### src/rtl/knn_sample_reader.sv
// Read-side companion to the KNN time-counter core: strobes a sample, captures the
// 2*DATA_W value and returns it (absolute or delta) as two DATA_W beats, low first.
module knn_sample_reader #(
    parameter int DATA_W = 32
) (
    input  logic                clk,
    input  logic                rst,
    input  logic                req_valid,
    input  logic                req_mode,
    output logic                req_ready,
    output logic                KNN_SAMPLE,
    input  logic [2*DATA_W-1:0] KNN_VALUE,
    output logic                rd_valid,
    input  logic                rd_ready,
    output logic [DATA_W-1:0]   rd_data,
    output logic                rd_last
);

    typedef enum logic [2:0] {
        IDLE    = 3'd0,
        SAMPLE  = 3'd1,
        CAPTURE = 3'd2,
        SEND_LO = 3'd3,
        SEND_HI = 3'd4
    } state_t;

    state_t                state_q, state_d;
    logic                  mode_q, mode_d;
    logic [2*DATA_W-1:0]   snap_q, snap_d;
    logic [2*DATA_W-1:0]   result_q, result_d;
    logic                  knn_sample_q, knn_sample_d;
    logic                  rd_valid_q, rd_valid_d;
    logic [DATA_W-1:0]     rd_data_q, rd_data_d;
    logic                  rd_last_q, rd_last_d;

    // snap_q holds the most recent capture and is also the reference for the next delta.
    always_comb begin
        state_d  = state_q;
        mode_d   = mode_q;
        snap_d   = snap_q;
        result_d = result_q;
        case (state_q)
            IDLE: begin
                if (req_valid) begin
                    mode_d  = req_mode;
                    state_d = SAMPLE;
                end
            end
            SAMPLE: state_d = CAPTURE;
            CAPTURE: begin
                snap_d   = KNN_VALUE;
                result_d = mode_q ? (KNN_VALUE - snap_q) : KNN_VALUE;
                state_d  = SEND_LO;
            end
            SEND_LO: if (rd_ready) state_d = SEND_HI;
            SEND_HI: if (rd_ready) state_d = IDLE;
            default: state_d = IDLE;
        endcase
    end

    // Outputs are decoded from the next state so they come straight off flops.
    always_comb begin
        knn_sample_d = (state_d == SAMPLE);
        rd_valid_d   = (state_d == SEND_LO) || (state_d == SEND_HI);
        rd_last_d    = (state_d == SEND_HI);
        rd_data_d    = '0;
        case (state_d)
            SEND_LO: rd_data_d = result_d[DATA_W-1:0];
            SEND_HI: rd_data_d = result_d[2*DATA_W-1:DATA_W];
            default: rd_data_d = '0;
        endcase
    end

    always_ff @(posedge clk or negedge rst) begin
        if (!rst) begin
            state_q      <= IDLE;
            mode_q       <= 1'b0;
            snap_q       <= '0;
            result_q     <= '0;
            knn_sample_q <= 1'b0;
            rd_valid_q   <= 1'b0;
            rd_data_q    <= '0;
            rd_last_q    <= 1'b0;
        end else begin
            state_q      <= state_d;
            mode_q       <= mode_d;
            snap_q       <= snap_d;
            result_q     <= result_d;
            knn_sample_q <= knn_sample_d;
            rd_valid_q   <= rd_valid_d;
            rd_data_q    <= rd_data_d;
            rd_last_q    <= rd_last_d;
        end
    end

    assign req_ready  = (state_q == IDLE);
    assign KNN_SAMPLE = knn_sample_q;
    assign rd_valid   = rd_valid_q;
    assign rd_data    = rd_data_q;
    assign rd_last    = rd_last_q;

endmodule

### config.mk
export PLATFORM = sky130hd
export DESIGN_NAME = knn_sample_reader
export DESIGN_NICKNAME = d
export VERILOG_FILES = /design/src/rtl/knn_sample_reader.sv
export SDC_FILE = /design/constraint.sdc
export NUM_CORES = 1
export LEC_CHECK = 0
export ABC_AREA = 1
export BUFFER_PORTS_ARGS = -buffer_cell sky130_fd_sc_hd__buf_4
export CORE_ASPECT_RATIO = 2
export CORE_MARGIN = 2
export CORE_UTILIZATION = 50
export CTS_CLUSTER_SIZE = 14
export DETAILED_ROUTE_END_ITERATION = 6
export PLACE_DENSITY_LB_ADDON = 0.25
export SYNTH_ARGS = -nofsm -noshare
export SYNTH_HDL_FRONTEND = slang
export SYNTH_SLANG_ARGS = --single-unit
### constraint.sdc
create_clock -name clk -period 2.6 [get_ports clk]
set_input_delay 0.39 -clock clk [delete_from_list [all_inputs] [get_ports clk]]
set_output_delay 0.39 -clock clk [all_outputs]
set_load 0.01 [all_outputs]
==> flow_metrics.env <==
export IMPL_status="finished clean"
export IMPL_drc=0
export IMPL_dr_total_vias=13781
export IMPL_yosysMostFrequentCell="nand2_1"
export IMPL_busiest_layer="met2"
export IMPL_seq_area_frac_synth=0.323
export IMPL_synth_edf_count=0
export IMPL_avgRoutedWirePerCell_um=18.4
export IMPL_met2_usage=0.674
export IMPL_synth_cells=2058
export IMPL_cts_max_level=4
export IMPL_grt_pass1_vias=13694
export IMPL_p_total_w=0.0219
export IMPL_worst_hold_slack_ns=0.145
export IMPL_finalWeightedCongestion=1.04
export IMPL_dieWidth_um=118
export IMPL_grt_first_pass_wirelength_um=74400
export IMPL_dieArea_mm2=0.0273
export IMPL_cts_tree="yes"
export IMPL_ys_flop_type="dfrtp_1"
export IMPL_syn_to_final_growth_pct=24.8
export IMPL_synth_area_mm2=0.0129
export IMPL_synth_xor_area_share=0.0162
export IMPL_setup_violations=0
export IMPL_p_leak_nw=9.14
export IMPL_slew_headroom=0.496
export IMPL_path_max_fanout=4
export IMPL_diodes=0
export IMPL_dieHeight_um=232
export IMPL_drv_slew=0
export IMPL_clk_latency_ns=0.47
export IMPL_synth_seq_cells=167
export IMPL_finalWorstSetupSlack_ns=0.135
export IMPL_antenna_found_initial=0
export IMPL_cpLargestDelayFamily="simple AND/OR/NAND/NOR gates"
export IMPL_cpMostUsedCell="nand2_1"
export IMPL_synth_top_family_by_area="simple AND/OR/NAND/NOR gates"
export IMPL_cts_sinks=167
export IMPL_clk_pin_slew_ns=0.07
export IMPL_hold_class="in2reg"
export IMPL_final_cells=2667
export IMPL_cts_buffers=17
export IMPL_period_share=0.948
export IMPL_synth_top_cell_area_share=0.323
export IMPL_multiInputGateArea_mm2=0.00727
export IMPL_ir_worst_vdd_v=0.000909
export IMPL_grt_util_met1=0.368
export IMPL_critPathBufInv=4
export IMPL_first_iter_violations=890
export IMPL_dpl_cell_area_mm2=0.0154
export IMPL_wl_um=49200
export IMPL_synthSimpleGateAreaFrac=0.355
export IMPL_synth_fp_nets=2192
export IMPL_syn_avg_cell_area_um2=6.29
export IMPL_start_util=0.507
export IMPL_synthAdderAreaFrac=0.0634
export IMPL_drive_gt1_frac=0.190
export IMPL_cp_start_kind="flop"
export IMPL_cpPeakStageDelay_ns=0.35
export IMPL_crit_required_ns=3.00
export IMPL_rsz0062_at_grt="yes"
export IMPL_grt_use_met3=0.0310
export IMPL_cts_setup_buffers=0
export IMPL_yosys_area_top_type="dfrtp_1"
export IMPL_dp_slack_ns=-0.166
export IMPL_fin_area_mm2=0.0161
export IMPL_fmax_mhz=406
export IMPL_async_flop_share=1.00
export IMPL_ys_types=35
export IMPL_seqCellArea_mm2=0.00418
export IMPL_numPortBuffers=104
export IMPL_grt_max_degree=81
export IMPL_rows=83
export IMPL_fillers=2512
export IMPL_crit_type="reg2reg"
export IMPL_synth_mux_area_fraction=0
export IMPL_track_usage=0.365
export IMPL_clockRootBuffer="clkbuf_16"
export IMPL_io_pins=105
export IMPL_crit_chain="inv_1 > ha_1 > nand2_1 > nor2_1 > buf_4 > nand2_1 > clkinv_1 > nand3_1 > nand3_2 > buf_4 > xor2_1 > nand2_1 > a21boi_2 > nand2_1 > nand2_1"
export IMPL_layout_nets=2448
export IMPL_worst_clock_skew_ns=0.0118
export IMPL_max_cap_violations=0
export IMPL_synth_compound_area_frac=0.113
export IMPL_slowest_stage="dfrtp_1"
export IMPL_post_place_cells=2634
export IMPL_netlist_top_cells_count="nand2_1, inv_1, dfrtp_1, nand3_1, nor2_1"
export IMPL_ant_nets=0
export IMPL_grt_overflow=0
export IMPL_critical_path_endpoint_type="flop"
export IMPL_cp_arrival_ns=2.87
export IMPL_worstMarginPinSlew_ns=0.748
export IMPL_period_minus_slack_ns=2.46
export IMPL_hpwl_um=39500
export IMPL_ys_warn_count=0
export IMPL_vias_per_cell=5.17
export IMPL_drtPass1Iterations=6
export IMPL_p_per_area_mw_per_mm2=1360
export IMPL_coreArea_mm2=0.0255
export IMPL_synth_area_leaders="dfrtp_1, nand2_1, inv_1"
export IMPL_cts_max_path_buffers=2
export IMPL_hold_viol_final=0
[cells in the final DEF (no fill, tap or decap), types with 2 or more instances in the layout]
| master | instances |
|---|---|
| a21boi_0 | 25 |
| a21boi_1 | 15 |
| a21boi_2 | 4 |
| a21oi_1 | 98 |
| a21oi_2 | 7 |
| a2bb2oi_1 | 8 |
| buf_12 | 9 |
| buf_4 | 274 |
| clkbuf_16 | 17 |
| clkinv_1 | 4 |
| clkinv_2 | 3 |
| clkinv_4 | 2 |
| clkinvlp_4 | 2 |
| dfrtp_1 | 166 |
| ha_1 | 61 |
| ha_2 | 3 |
| inv_1 | 382 |
| inv_2 | 5 |
| inv_6 | 5 |
| nand2_1 | 745 |
| nand2_2 | 27 |
| nand3_1 | 114 |
| nand3_2 | 14 |
| nand3b_1 | 9 |
| nand4_1 | 12 |
| nor2_1 | 106 |
| nor2_2 | 13 |
| nor2_4 | 3 |
| nor3_1 | 13 |
| nor3_2 | 3 |
| o211ai_1 | 2 |
| o21a_1 | 2 |
| o21ai_0 | 86 |
| o21ai_1 | 6 |
| o21bai_1 | 3 |
| or2_2 | 44 |
| xnor2_1 | 5 |
| xor2_1 | 19 |
[path summary, 6_finish.rpt]
check | startpoint | slack, ns | cells after the start | endpoint
min | req_mode | 0.14 | 3 | mode_q
max reg2reg | snap_q[14] | 0.14 | 15 | rd_data[22]
min reg2reg | result_q[18] | 0.50 | 1 | result_q[18]
max | snap_q[14] | 0.14 | 15 | rd_data[22]
max in group asynchronous | rst | 1.52 | 3 | mode_q
min in group asynchronous | rst | 0.31 | 2 | snap_q[43]
[worst register-to-register path: cells and delay by family, from the launching register on]
| family | cells | cell delay (ns) |
|---|---|---|
| flip-flops | 1 | 0.35 |
| buffers and inverters | 4 | 0.48 |
| adder cells (fa/ha/maj) | 1 | 0.34 |
| AO/OA/AOI/OAI | 1 | 0.20 |
| AND/OR/NAND/NOR | 8 | 0.89 |
| XOR/XNOR | 1 | 0.17 |
[kinds of logic (layout without fill, tap and decap cells)]
logic type / after synthesis / in the layout
compound gates: 257 / 257
xor+xnor: 24 / 24
fa+ha+maj: 65 / 65
buf+inv: 439 / 708
flops: 167 / 167
simple gates: 1106 / 1106
[state kept, by name, summed over array words and instances, names as in the netlist]
register    count
rd_last         1
snap_q         64
KNN_SAMPLE      1
mode_q          1
rd_data        32
result_q       64
rd_valid        1
state_q         3
[power breakdown]
| part | total [W] | switching (W) | internal [W] |
|---|---|---|---|
| registers | 0.00431 | 0.000407 | 0.00390 |
| clock network | 0.00248 | 0.00123 | 0.00125 |
| logic | 0.0151 | 0.00946 | 0.00569 |
| total | 0.0219 | 0.0111 | 0.0108 |
[final cells by class]
cell class	count	share of cell area
Multi-Input combinational cell	1452	0.450
Sequential cell	167	0.259
Timing Repair Buffer	285	0.140
Inverter	391	0.0909
Clock buffer	18	0.0266
Tap cell	340	0.0263
Clock inverter	14	0.00736
[per-stage QoR]
| step | util | TNS [ns] |
|---|---|---|
| after global placement | 0.603 | -0.907 |
| after floorplan | - | 0 |
| after detailed placement | 0.603 | -1.28 |
| after CTS | 0.625 | 0 |
| after global routing | 0.632 | -0.0521 |
| final | 0.632 | 0 |
[what timing repair did]
item | in CTS | in global routing
pin swaps | 0 | 1
setup endpoints to repair | 2 | 28
hold endpoints to repair | 13 | 0
hold buffers | 1 | 0
resized for setup | 2 | 56
[per-layer routing]
layer / up-vias / part of all wire
met4: 0 / 0.090
met1: 6383 / 0.35
met5: - / 0
met3: 164 / 0.036
li1: 6830 / -
met2: 404 / 0.52
Note: power is estimated with default switching activity, not from simulation.
